===== config.mk =====
export PLATFORM = sky130hd
export DESIGN_NAME = sif_txn_monitor_flat
export DESIGN_NICKNAME = d
export VERILOG_FILES = /design/src/rtl/sif_txn_monitor_if.sv /design/src/rtl/sif_txn_monitor.sv /design/src/flat_wrapper.sv
export SDC_FILE = /design/constraint.sdc
export NUM_CORES = 1
export LEC_CHECK = 0
export CAP_MARGIN = 30
export CORE_AREA = 4 4 174 176
export CTS_BUF_LIST = sky130_fd_sc_hd__clkbuf_8
export DETAILED_ROUTE_END_ITERATION = 8
export DIE_AREA = 0 0 178 180
export GPL_TIMING_DRIVEN = 0
export PLACE_DENSITY = 0.78
export SYNTH_ARGS = -nofsm -noshare
export SYNTH_HDL_FRONTEND = slang
export SYNTH_SLANG_ARGS = --single-unit

===== constraint.sdc =====
create_clock -name clk -period 3.8 [get_ports clk]
set_input_delay 0.95 -clock clk [delete_from_list [all_inputs] [get_ports clk]]
set_output_delay 0.95 -clock clk [all_outputs]
set_load 0.05 [all_outputs]

===== src/rtl/sif_txn_monitor_if.sv =====
// SIF X-side bus bundle (xa_*). The monitor modport observes every signal
// without driving anything, so the monitor can sit on a live bus.
interface sif_txn_monitor_if #(
    parameter int ADDR_W = 16,
    parameter int DATA_W = 16
);
    logic [ADDR_W-1:0] xa_addr;
    logic [DATA_W-1:0] xa_data_wr;
    logic [DATA_W-1:0] xa_data_rd;
    logic              xa_wr_s;
    logic              xa_rd_s;

    modport master (
        output xa_addr, xa_data_wr, xa_wr_s, xa_rd_s,
        input  xa_data_rd
    );

    modport slave (
        input  xa_addr, xa_data_wr, xa_wr_s, xa_rd_s,
        output xa_data_rd
    );

    modport monitor (
        input xa_addr, xa_data_wr, xa_data_rd, xa_wr_s, xa_rd_s
    );
endinterface


===== src/rtl/sif_txn_monitor.sv =====
// Passive SIF X-side transaction monitor: logs every accepted write/read into a
// show-ahead FIFO and keeps saturating write/read/drop counters plus a sticky protocol-error flag.
module sif_txn_monitor #(
    parameter int ADDR_W = 16,
    parameter int DATA_W = 16,
    parameter int DEPTH  = 8,
    parameter int RD_LAT = 1,
    parameter int CNT_W  = 16
) (
    input  logic                       clk,
    input  logic                       rst_n,
    sif_txn_monitor_if.monitor         xa,
    input  logic                       mon_en,
    input  logic                       clear,
    input  logic                       log_pop,
    output logic                       log_valid,
    output logic                       log_is_wr,
    output logic [ADDR_W-1:0]          log_addr,
    output logic [DATA_W-1:0]          log_data,
    output logic [$clog2(DEPTH):0]     log_level,
    output logic [CNT_W-1:0]           wr_cnt,
    output logic [CNT_W-1:0]           rd_cnt,
    output logic [CNT_W-1:0]           drop_cnt,
    output logic                       proto_err
);
    localparam int PTR_W = $clog2(DEPTH);
    localparam int LVL_W = PTR_W + 1;
    localparam logic [LVL_W-1:0] FULL_LVL = LVL_W'(DEPTH);

    function automatic logic [CNT_W-1:0] sat_inc(input logic [CNT_W-1:0] c);
        return (&c) ? c : c + CNT_W'(1);
    endfunction

    // Stage p0: issue decode on the level-sampled strobes
    logic              vld_p0;
    logic              is_wr_p0;
    logic              both_p0;
    logic [ADDR_W-1:0] addr_p0;
    logic [DATA_W-1:0] wdata_p0;

    always_comb begin
        both_p0  = xa.xa_wr_s & xa.xa_rd_s;
        vld_p0   = mon_en & (xa.xa_wr_s ^ xa.xa_rd_s);
        is_wr_p0 = xa.xa_wr_s;
        addr_p0  = xa.xa_addr;
        wdata_p0 = xa.xa_data_wr;
    end

    // Stage p1: completion, RD_LAT edges after issue (writes delayed too, keeping log order)
    logic              vld_p1;
    logic              is_wr_p1;
    logic [ADDR_W-1:0] addr_p1;
    logic [DATA_W-1:0] wdata_p1;

    generate
        if (RD_LAT == 0) begin : g_no_lat
            assign vld_p1   = vld_p0;
            assign is_wr_p1 = is_wr_p0;
            assign addr_p1  = addr_p0;
            assign wdata_p1 = wdata_p0;
        end else begin : g_lat
            logic              vld_dly   [RD_LAT];
            logic              is_wr_dly [RD_LAT];
            logic [ADDR_W-1:0] addr_dly  [RD_LAT];
            logic [DATA_W-1:0] wdata_dly [RD_LAT];

            always_ff @(posedge clk or negedge rst_n) begin
                if (!rst_n) begin
                    for (int i = 0; i < RD_LAT; i++) vld_dly[i] <= 1'b0;
                end else if (clear) begin
                    for (int i = 0; i < RD_LAT; i++) vld_dly[i] <= 1'b0;
                end else begin
                    vld_dly[0] <= vld_p0;
                    for (int i = 1; i < RD_LAT; i++) vld_dly[i] <= vld_dly[i-1];
                end
            end

            // Payload only qualifies through vld_dly, so it needs no reset
            always_ff @(posedge clk) begin
                is_wr_dly[0] <= is_wr_p0;
                addr_dly[0]  <= addr_p0;
                wdata_dly[0] <= wdata_p0;
                for (int i = 1; i < RD_LAT; i++) begin
                    is_wr_dly[i] <= is_wr_dly[i-1];
                    addr_dly[i]  <= addr_dly[i-1];
                    wdata_dly[i] <= wdata_dly[i-1];
                end
            end

            assign vld_p1   = vld_dly[RD_LAT-1];
            assign is_wr_p1 = is_wr_dly[RD_LAT-1];
            assign addr_p1  = addr_dly[RD_LAT-1];
            assign wdata_p1 = wdata_dly[RD_LAT-1];
        end
    endgenerate

    logic [DATA_W-1:0] data_p1;
    assign data_p1 = is_wr_p1 ? wdata_p1 : xa.xa_data_rd;

    logic              mem_is_wr [DEPTH];
    logic [ADDR_W-1:0] mem_addr  [DEPTH];
    logic [DATA_W-1:0] mem_data  [DEPTH];
    logic [PTR_W-1:0]  wr_ptr;
    logic [PTR_W-1:0]  rd_ptr;
    logic [LVL_W-1:0]  count;
    logic              full;
    logic              pop_ok;
    logic              push_ok;
    logic              drop;

    // A pop frees the slot at the same edge, so a full FIFO still accepts a push then
    always_comb begin
        full    = (count == FULL_LVL);
        pop_ok  = log_pop & (count != '0);
        push_ok = vld_p1 & (~full | pop_ok);
        drop    = vld_p1 & full & ~pop_ok;
    end

    always_ff @(posedge clk or negedge rst_n) begin
        if (!rst_n) begin
            wr_ptr    <= '0;
            rd_ptr    <= '0;
            count     <= '0;
            wr_cnt    <= '0;
            rd_cnt    <= '0;
            drop_cnt  <= '0;
            proto_err <= 1'b0;
        end else if (clear) begin
            wr_ptr    <= '0;
            rd_ptr    <= '0;
            count     <= '0;
            wr_cnt    <= '0;
            rd_cnt    <= '0;
            drop_cnt  <= '0;
            proto_err <= 1'b0;
        end else begin
            if (push_ok) wr_ptr <= wr_ptr + PTR_W'(1);
            if (pop_ok)  rd_ptr <= rd_ptr + PTR_W'(1);
            count <= count + LVL_W'(push_ok) - LVL_W'(pop_ok);
            if (vld_p1 &  is_wr_p1) wr_cnt   <= sat_inc(wr_cnt);
            if (vld_p1 & ~is_wr_p1) rd_cnt   <= sat_inc(rd_cnt);
            if (drop)               drop_cnt <= sat_inc(drop_cnt);
            if (mon_en & both_p0)   proto_err <= 1'b1;
        end
    end

    always_ff @(posedge clk) begin
        if (push_ok) begin
            mem_is_wr[wr_ptr] <= is_wr_p1;
            mem_addr[wr_ptr]  <= addr_p1;
            mem_data[wr_ptr]  <= data_p1;
        end
    end

    // Head view: live FIFO head when non-empty, otherwise the last value shown
    logic              last_is_wr;
    logic [ADDR_W-1:0] last_addr;
    logic [DATA_W-1:0] last_data;

    always_comb begin
        log_valid = (count != '0);
        log_is_wr = last_is_wr;
        log_addr  = last_addr;
        log_data  = last_data;
        if (log_valid) begin
            log_is_wr = mem_is_wr[rd_ptr];
            log_addr  = mem_addr[rd_ptr];
            log_data  = mem_data[rd_ptr];
        end
    end

    always_ff @(posedge clk or negedge rst_n) begin
        if (!rst_n) begin
            last_is_wr <= 1'b0;
            last_addr  <= '0;
            last_data  <= '0;
        end else begin
            last_is_wr <= log_is_wr;
            last_addr  <= log_addr;
            last_data  <= log_data;
        end
    end

    assign log_level = count;
endmodule


===== src/flat_wrapper.sv =====
// flat-port wrapper written by rule: the top's interface ports become plain ports
module sif_txn_monitor_flat 
#(
    parameter int ADDR_W = 16,
    parameter int DATA_W = 16,
    parameter int DEPTH  = 8,
    parameter int RD_LAT = 1,
    parameter int CNT_W  = 16
)
  (clk, rst_n, mon_en, clear, log_pop, log_valid, log_is_wr, log_addr, log_data, log_level, wr_cnt, rd_cnt, drop_cnt, proto_err, xa_xa_addr, xa_xa_data_wr, xa_xa_data_rd, xa_xa_wr_s, xa_xa_rd_s);
  sif_txn_monitor_if #(.ADDR_W(ADDR_W), .DATA_W(DATA_W)) xa_i ();
  input  logic clk;
  input  logic rst_n;
  input  logic mon_en;
  input  logic clear;
  input  logic log_pop;
  output logic log_valid;
  output logic log_is_wr;
  output logic [ADDR_W-1:0] log_addr;
  output logic [DATA_W-1:0] log_data;
  output logic [$clog2(DEPTH):0] log_level;
  output logic [CNT_W-1:0] wr_cnt;
  output logic [CNT_W-1:0] rd_cnt;
  output logic [CNT_W-1:0] drop_cnt;
  output logic proto_err;
  input wire logic [$bits(xa_i.xa_addr)-1:0] xa_xa_addr;
  input wire logic [$bits(xa_i.xa_data_wr)-1:0] xa_xa_data_wr;
  input wire logic [$bits(xa_i.xa_data_rd)-1:0] xa_xa_data_rd;
  input wire logic [$bits(xa_i.xa_wr_s)-1:0] xa_xa_wr_s;
  input wire logic [$bits(xa_i.xa_rd_s)-1:0] xa_xa_rd_s;
  assign xa_i.xa_addr = xa_xa_addr;
  assign xa_i.xa_data_wr = xa_xa_data_wr;
  assign xa_i.xa_data_rd = xa_xa_data_rd;
  assign xa_i.xa_wr_s = xa_xa_wr_s;
  assign xa_i.xa_rd_s = xa_xa_rd_s;
  sif_txn_monitor #(.ADDR_W(ADDR_W), .DATA_W(DATA_W), .DEPTH(DEPTH), .RD_LAT(RD_LAT), .CNT_W(CNT_W)) u_core (.clk(clk), .rst_n(rst_n), .xa(xa_i), .mon_en(mon_en), .clear(clear), .log_pop(log_pop), .log_valid(log_valid), .log_is_wr(log_is_wr), .log_addr(log_addr), .log_data(log_data), .log_level(log_level), .wr_cnt(wr_cnt), .rd_cnt(rd_cnt), .drop_cnt(drop_cnt), .proto_err(proto_err));
endmodule

==> run summary, run 1 <==
Status - complete, no violations
Leak Pwr - 0.006425 uW
Die Wd - 178 um
Crit path largest cell delay - 640 ps
Crit end category - output port
MaxCap Viol Count - 0
1st-pass router iterations - 7
Worst r2r src - u_core.log_level[2]$_DFF_PN0_
Synth cell types - 48
First DRT Iteration DRCs - 873
Share of layout cells above drive strength 1 - 0.2342
TritonCTS clock tree - yes
Final Hold Fails - 0
Area of the core - 28630 um^2
Slew @ Worst Pin - 1064 ps
GRT met1 Usage - 0.2965
Slew headroom - 0.2844
Root Driver - clkbuf_8
RSZ-0062 raised after global routing - no
Post-Syn Instances - 925
Vias in the first global route - 9113
Residual overflow from global routing - 0
DRC viols - 0
Number of synthesized flops with an enable pin - 264
DIE HEIGHT - 180 um
Minimum clock period - 3707 ps
Layout area overhead - 22.14%
Reg clk slew, reported paths - 60 ps
Clock Latency Late Sink - 620 ps
Largest net degree at the start of global routing - 51
Routed len/inst - 21.26 um
Fmax - 269.8 MHz
Fill count - 1918
Critical R2R Capture - u_core.mem_addr[0][1]$_DFFE_PP_
Top FF cell, synth - edfxtp_1
Tcrit/Tclk final - 0.9755
ANT nets after route - 0
Grt met3 use - 0.03739
First-pass GRT wire length - 51.65 mm
WP data arrival - 2760 ps
Setup ws final - 93.22 ps
# hold bufs at CTS - 0
H-tree levels - 2
Initial antenna violation count - 0
Register area share after synthesis - 0.7114
Top cells by count, synth - edfxtp_1 (264), dfrtp_1 (93), a21oi_1 (70), nor2_1 (68), mux4_2 (66)
Post-Syn Area - 15340 um^2
Cell with the most instances after synthesis - edfxtp_1
Pre-CTS setup slack - -471.3 ps
DP HPWL - 21.32 mm
CP max FO - 10
Reg2reg setup slack - 930 ps
Total Nets Final - 1203
Synth Register Bits - 390
Grt met2 use - 0.3365
Yosys warns - 0
Crit-path cells - clkbuf_1 -> mux4_2 -> mux2i_1 -> a21oi_1 -> clkdlybuf4s15_2
Ys async rst share - 0.2385
Synth top area share - 0.5166
Via count - 9105
Total power - 12080 uW
Die area - 32040 um^2
Starting Density - 0.5361
CTS max path bufs - 3
Clock sink total - 390
Final setup violation count - 0
Antenna Diode Count - 0
Hold_ws - 386.7 ps
Worst VDD drop - 0.6291 mV
Fin. max-slew vios - 0
Buffers on Ports - 141
Slowest stage cell, crit path - clkbuf_1
Number of buffers created by CTS - 59
Via-to-Cell Ratio - 5.796
Critical Path RT - 2850 ps
Post-Route Skew - 22.92 ps
Multi-input gate area - 4305 um^2
Row cnt - 62
Top cells by area, synth - edfxtp_1 (52%), dfrtp_1 (15%), mux4_2 (9.7%)
Final non-filler cell total - 1571
Crit path kind - flip-flop to output port
RePlAce Congestion - 0.8702
Register area - 10920 um^2
I/O pin total - 142
Hold Crit Class - input pin to async pin
R2R cell count - 8
Setup TNS - 0 ps
Post-CTS Setup Inserts - 0
Routed wire length - 33.39 mm
Synth area leader - edfxtp_1
Syn_area_per_cell - 16.59 um^2
GRT busiest layer - met2
Syn_nets - 992
Aggregate global-route resource usage - 0.2082
P per Cell Area - 644.8 nW/um^2
Worst setup SP type - flip-flop
Placed cells - 1461
-- area by class of cell --
cell class / instances / area share
Buffer: 42 / 0.01329
Sequential cell: 390 / 0.5824
Clock inverter: 39 / 0.01001
Inverter: 13 / 0.002604
Tap cell: 384 / 0.02564
Clock buffer: 73 / 0.05361
Timing Repair Buffer: 152 / 0.08272
Multi-Input combinational cell: 478 / 0.2297
-- critical path, delay by kind of cell, from the launching register on --
| kind | cells | cell delay (ps) |
|---|---|---|
| AO/OA/AOI/OAI | 1 | 100 |
| buffers and inverters | 2 | 990 |
| flip-flops | 1 | 460 |
| multiplexers | 2 | 580 |
-- metal layers --
metal  vias up  routed length, um
li1       4057                  -
met1      4620              13980
met2       382              16420
met3        46               2439
met4         0                550
met5         -                  0
-- cells in the final DEF, fill, tap and decap left out, types with 4 or more instances in the layout --
| master | instances |
|---|---|
| buf_12 | 6 |
| edfxtp_1 | 264 |
| nand4_1 | 10 |
| or4_1 | 20 |
| buf_6 | 4 |
| nand2_1 | 21 |
| o21ai_0 | 12 |
| clkinv_2 | 8 |
| ha_1 | 11 |
| clkinv_1 | 6 |
| nor3_1 | 8 |
| nor2_1 | 62 |
| o31ai_1 | 17 |
| nand3_1 | 21 |
| a211oi_1 | 8 |
| clkbuf_1 | 15 |
| or3_1 | 14 |
| clkbuf_8 | 73 |
| dfxtp_1 | 33 |
| nand2b_1 | 9 |
| clkbuf_2 | 6 |
| nor4_1 | 4 |
| mux2_2 | 30 |
| clkbuf_4 | 4 |
| inv_1 | 34 |
| dfrtp_1 | 93 |
| clkdlybuf4s15_2 | 8 |
| clkdlybuf4s50_1 | 106 |
| buf_2 | 24 |
| a21oi_1 | 61 |
| buf_4 | 12 |
| a21oi_2 | 9 |
| mux4_2 | 66 |
| nor2b_1 | 16 |
| buf_16 | 4 |
| nor2_4 | 6 |
| mux2i_1 | 36 |
-- how the worst max path moves through the flow --
| stage | start | slack (ps) | end | cells after the start |
|---|---|---|---|---|
| 3_3_place_gp | rst_n | -2090 | u_core.last_addr[5]$_DFF_PN0_ | 1 |
| 6_report | u_core.rd_ptr[1]$_DFFE_PN0P_ | 90 | log_addr[5] | 5 |
| 3_5_place_dp | u_core.rd_ptr[1]$_DFFE_PN0P_ | -470 | log_data[9] | 6 |
| 4_1_cts | u_core.log_level[2]$_DFF_PN0_ | 40 | log_data[3] | 7 |
| 5_1_grt | u_core.log_level[2]$_DFF_PN0_ | 4 | log_is_wr | 6 |
| 2_1_floorplan | u_core.log_level[2]$_DFF_PN0_ | 60 | log_data[10] | 6 |
-- kinds of logic after synthesis --
kind of cell,after synthesis,synth area share
flops,390,0.7113
simple gates,215,0.07453
mux,133,0.1430
compound gates,113,0.04289
buf+inv,57,0.01509
fa+ha+maj,12,0.01027
xor+xnor,5,0.002854
-- state kept, by name, summed over array words and instances, names as in the netlist, 3 cells and up --
signal,cells
u_core.last_addr,16
u_core.wr_cnt,16
u_core.last_data,16
u_core.wr_ptr,3
u_core.mem_addr,128
u_core.mem_data,128
u_core.log_level,4
u_core.g_lat.wdata_dly,16
u_core.rd_ptr,3
u_core.mem_is_wr,8
u_core.g_lat.addr_dly,16
u_core.drop_cnt,16
u_core.rd_cnt,16
-- where the power goes --
group          leakage, uW  internal [uW]  total, uW  switching [uW]
Sequential         0.00386           4820       4930             114
Clock             0.000697           1750       3370            1620
Combinational      0.00187           1240       3780            2540
-- through the flow --
step	instance area, um^2	utilization
after floorplan	15350	-
after global placement	17250	0.6025
after detailed placement	17550	0.6130
after CTS	18740	0.6548
after global routing	18740	0.6547
final	18740	0.6547
-- what timing repair did --
item,CTS,global route
setup endpoints to repair,34,14
resized for setup,196,12
pin swaps,0,0
Power figures use the tool's default switching activity.
==> run 2, diff against run 1 <==
--- a/config.mk
+++ b/config.mk
@@ -10,7 +10,6 @@
 export CTS_BUF_LIST = sky130_fd_sc_hd__clkbuf_8
 export DETAILED_ROUTE_END_ITERATION = 8
 export DIE_AREA = 0 0 178 180
-export GPL_TIMING_DRIVEN = 0
 export PLACE_DENSITY = 0.78
 export SYNTH_ARGS = -nofsm -noshare
 export SYNTH_HDL_FRONTEND = slang
==> run 2 against run 1 <==
Compared with the run above:
- maximum frequency grew 4.9%
- final area is 0.67% lower
- largest cell class unchanged
- sequential share of layout area increased by 0.45 points
- worst setup slack better by 170 ps
- first-iteration DRC count shrank 21%
- highest routed layer unchanged
- clock power is 2% higher
- wire length fell by 7.9%
- critical path type unchanged
- largest power group unchanged
==> run summary, run 2 (synthesized netlist as in run 1, its figures left out) <==
Status - complete, no violations (unchanged)
Antenna Diode Count - 0 (unchanged)
ANT nets after route - 0 (unchanged)
First DRT Iteration DRCs - 690 (was 873)
Leading cell type in the layout, fill and taps excluded - edfxtp_1 (unchanged)
DRC viols - 0 (unchanged)
Fmax - 282.9 MHz (was 269.8 MHz)
H-tree levels - 2 (unchanged)
Worst path top cell family by delay - multiplexers (was buffers and inverters)
Routed len/inst - 19.82 um (was 21.26 um)
Commonest cells after routing, fill and taps aside - edfxtp_1 (264), clkdlybuf4s50_1 (106), dfrtp_1 (90) (was edfxtp_1 (264), clkdlybuf4s50_1 (106), dfrtp_1 (93))
Row cnt - 62 (unchanged)
Multi-input gate area - 4268 um^2 (was 4305 um^2)
GRT met1 Usage - 0.2763 (was 0.2965)
Residual overflow from global routing - 0 (unchanged)
Worst VDD drop - 0.7458 mV (was 0.6291 mV)
Buffers on Ports - 141 (unchanged)
Post-Route Skew - 13.83 ps (was 22.92 ps)
Routed wire length - 30.75 mm (was 33.39 mm)
Final setup violation count - 0 (unchanged)
I/O pin total - 142 (unchanged)
Clock sink total - 390 (unchanged)
1st-pass router iterations - 5 (was 7)
Most frequent CP cell - buf_4
Slew @ Worst Pin - 900.8 ps (was 1064 ps)
Aggregate global-route resource usage - 0.1942 (was 0.2082)
Crit path kind - flip-flop to output port (unchanged)
Slew headroom - 0.3939 (was 0.2844)
Fill count - 1928 (was 1918)
GRT busiest layer - met2 (unchanged)
Layout area overhead - 21.31% (was 22.14%)
Grt met2 use - 0.3149 (was 0.3365)
CTS resizes - 0 (was 196)
Die area - 32040 um^2 (unchanged)
MaxCap Viol Count - 0 (unchanged)
Tcrit/Tclk final - 0.9303 (was 0.9755)
Crit path buf inv count - 2 (unchanged)
Via-to-Cell Ratio - 5.645 (was 5.796)
Minimum clock period - 3535 ps (was 3707 ps)
Post-CTS Setup Inserts - 1 (was 0)
Slowest stage cell, crit path - dfrtp_4 (was clkbuf_1)
Crit path largest cell delay - 620 ps (was 640 ps)
Setup TNS - 0 ps (unchanged)
Starting Density - 0.5361 (unchanged)
Root Driver - clkbuf_8 (unchanged)
CTS max path bufs - 3 (unchanged)
Largest registers - u_core.mem_addr: 128 flops, u_core.mem_data: 128 flops (unchanged)
Hold Crit Class - input pin to async pin (unchanged)
Worst setup SP type - flip-flop (unchanged)
Grt met3 use - 0.03004 (was 0.03739)
Reg clk slew, reported paths - 60 ps (about the same)
Area of the core - 28630 um^2 (unchanged)
RePlAce Congestion - 0.8294 (was 0.8702)
First-pass GRT wire length - 49.43 mm (was 51.65 mm)
Via count - 8761 (was 9105)
Fin. max-slew vios - 0 (unchanged)
Vias in the first global route - 9051 (was 9113)
RSZ-0062 raised after global routing - no (unchanged)
Total Nets Final - 1184 (was 1203)
Initial antenna violation count - 0 (unchanged)
Crit-path cells - buf_4 -> mux4_2 -> mux2i_1 -> a21oi_1 -> buf_4 (was clkbuf_1 -> mux4_2 -> mux2i_1 -> a21oi_1 -> clkdlybuf4s15_2)
DIE HEIGHT - 180 um (unchanged)
Crit end category - output port (unchanged)
# hold bufs at CTS - 0 (unchanged)
Final Hold Fails - 0 (unchanged)
TritonCTS clock tree - yes (unchanged)
Number of buffers created by CTS - 59 (unchanged)
CP max FO - 14 (was 10)
Setup ws final - 264.9 ps (was 93.22 ps)
P per Cell Area - 650.5 nW/um^2 (was 644.8 nW/um^2)
Register area - 10930 um^2 (was 10920 um^2)
Largest net degree at the start of global routing - 68 (was 51)
Die Wd - 178 um (unchanged)
Share of layout cells above drive strength 1 - 0.2295 (was 0.2342)
DP HPWL - 19.30 mm (was 21.32 mm)
WP data arrival - 2590 ps (was 2760 ps)
Pre-CTS setup slack - 573.1 ps (was -471.3 ps)
Leak Pwr - 0.006391 uW (was 0.006425 uW)
Critical Path RT - 2850 ps (about the same)
Clock Latency Late Sink - 590 ps (was 620 ps)
-- run 2: cell count changes in the layout (fill, tap and decap cells not counted), sizes merged --
| cell | delta |
|---|---|
| clkdlybuf4s15 | -8 |
| clkbuf | -29 |
| dlygate4sd2 | -1 |
| clkinv | +5 |
| inv | -4 |
| buf | +15 |
| bufinv | +3 |
-- run 2: cell type report --
type                       instances  share of cell area
multi-input combinational        478              0.2293
inverter                          13            0.002621
clock buffer                      69             0.05101
clock inverter                    43             0.01459
sequential                       390              0.5869
tap                              384             0.02581
timing repair buffer             175             0.08980
-- run 2: final timing paths --
path | startpoint | slack (ps) | endpoint | cells after the start
min in group clk | u_core.proto_err$_DFFE_PN0P_ | 530 | u_core.proto_err$_DFFE_PN0P_ | 2
max | u_core.rd_ptr[0]$_DFFE_PN0P_ | 260 | log_addr[14] | 5
max in group asynchronous | rst_n | 2980 | u_core.rd_ptr[0]$_DFFE_PN0P_ | 2
min | rst_n | 200 | u_core.rd_cnt[4]$_DFFE_PN0P_ | 1
min reg2reg | u_core.proto_err$_DFFE_PN0P_ | 530 | u_core.proto_err$_DFFE_PN0P_ | 2
max reg2reg | u_core.log_level[2]$_DFF_PN0_ | 1040 | u_core.log_level[2]$_DFF_PN0_ | 10
-- run 2: where the power goes --
group	switching [uW]	internal, uW	leakage [uW]	total, uW
Combinational	2320	1350	0.00184	3670
Clock	1580	1870	0.000693	3440
Sequential	169	4820	0.00385	4990
-- run 2: stage by stage --
stage / hold WS (ps) / utilization / power [uW] / instances / cell area (um^2)
2_1_floorplan: 507.0 / - / 7602 / 925 / 15350
3_3_place_gp: 492.3 / 0.6060 / 8702 / 1438 / 17350
3_5_place_dp: 519.9 / 0.6070 / 8777 / 1439 / 17370
4_1_cts: 160.1 / 0.6503 / 12260 / 1552 / 18620
5_1_grt: 181.2 / 0.6503 / 12690 / 1552 / 18620
6_report: 196.1 / 0.6503 / 12110 / 1552 / 18620
-- run 2: metal layers --
metal  vias up  share of wire
li1       4014              -
met1      4443           0.42
met2       266           0.50
met3        38          0.057
met4         0          0.019
met5         -              0
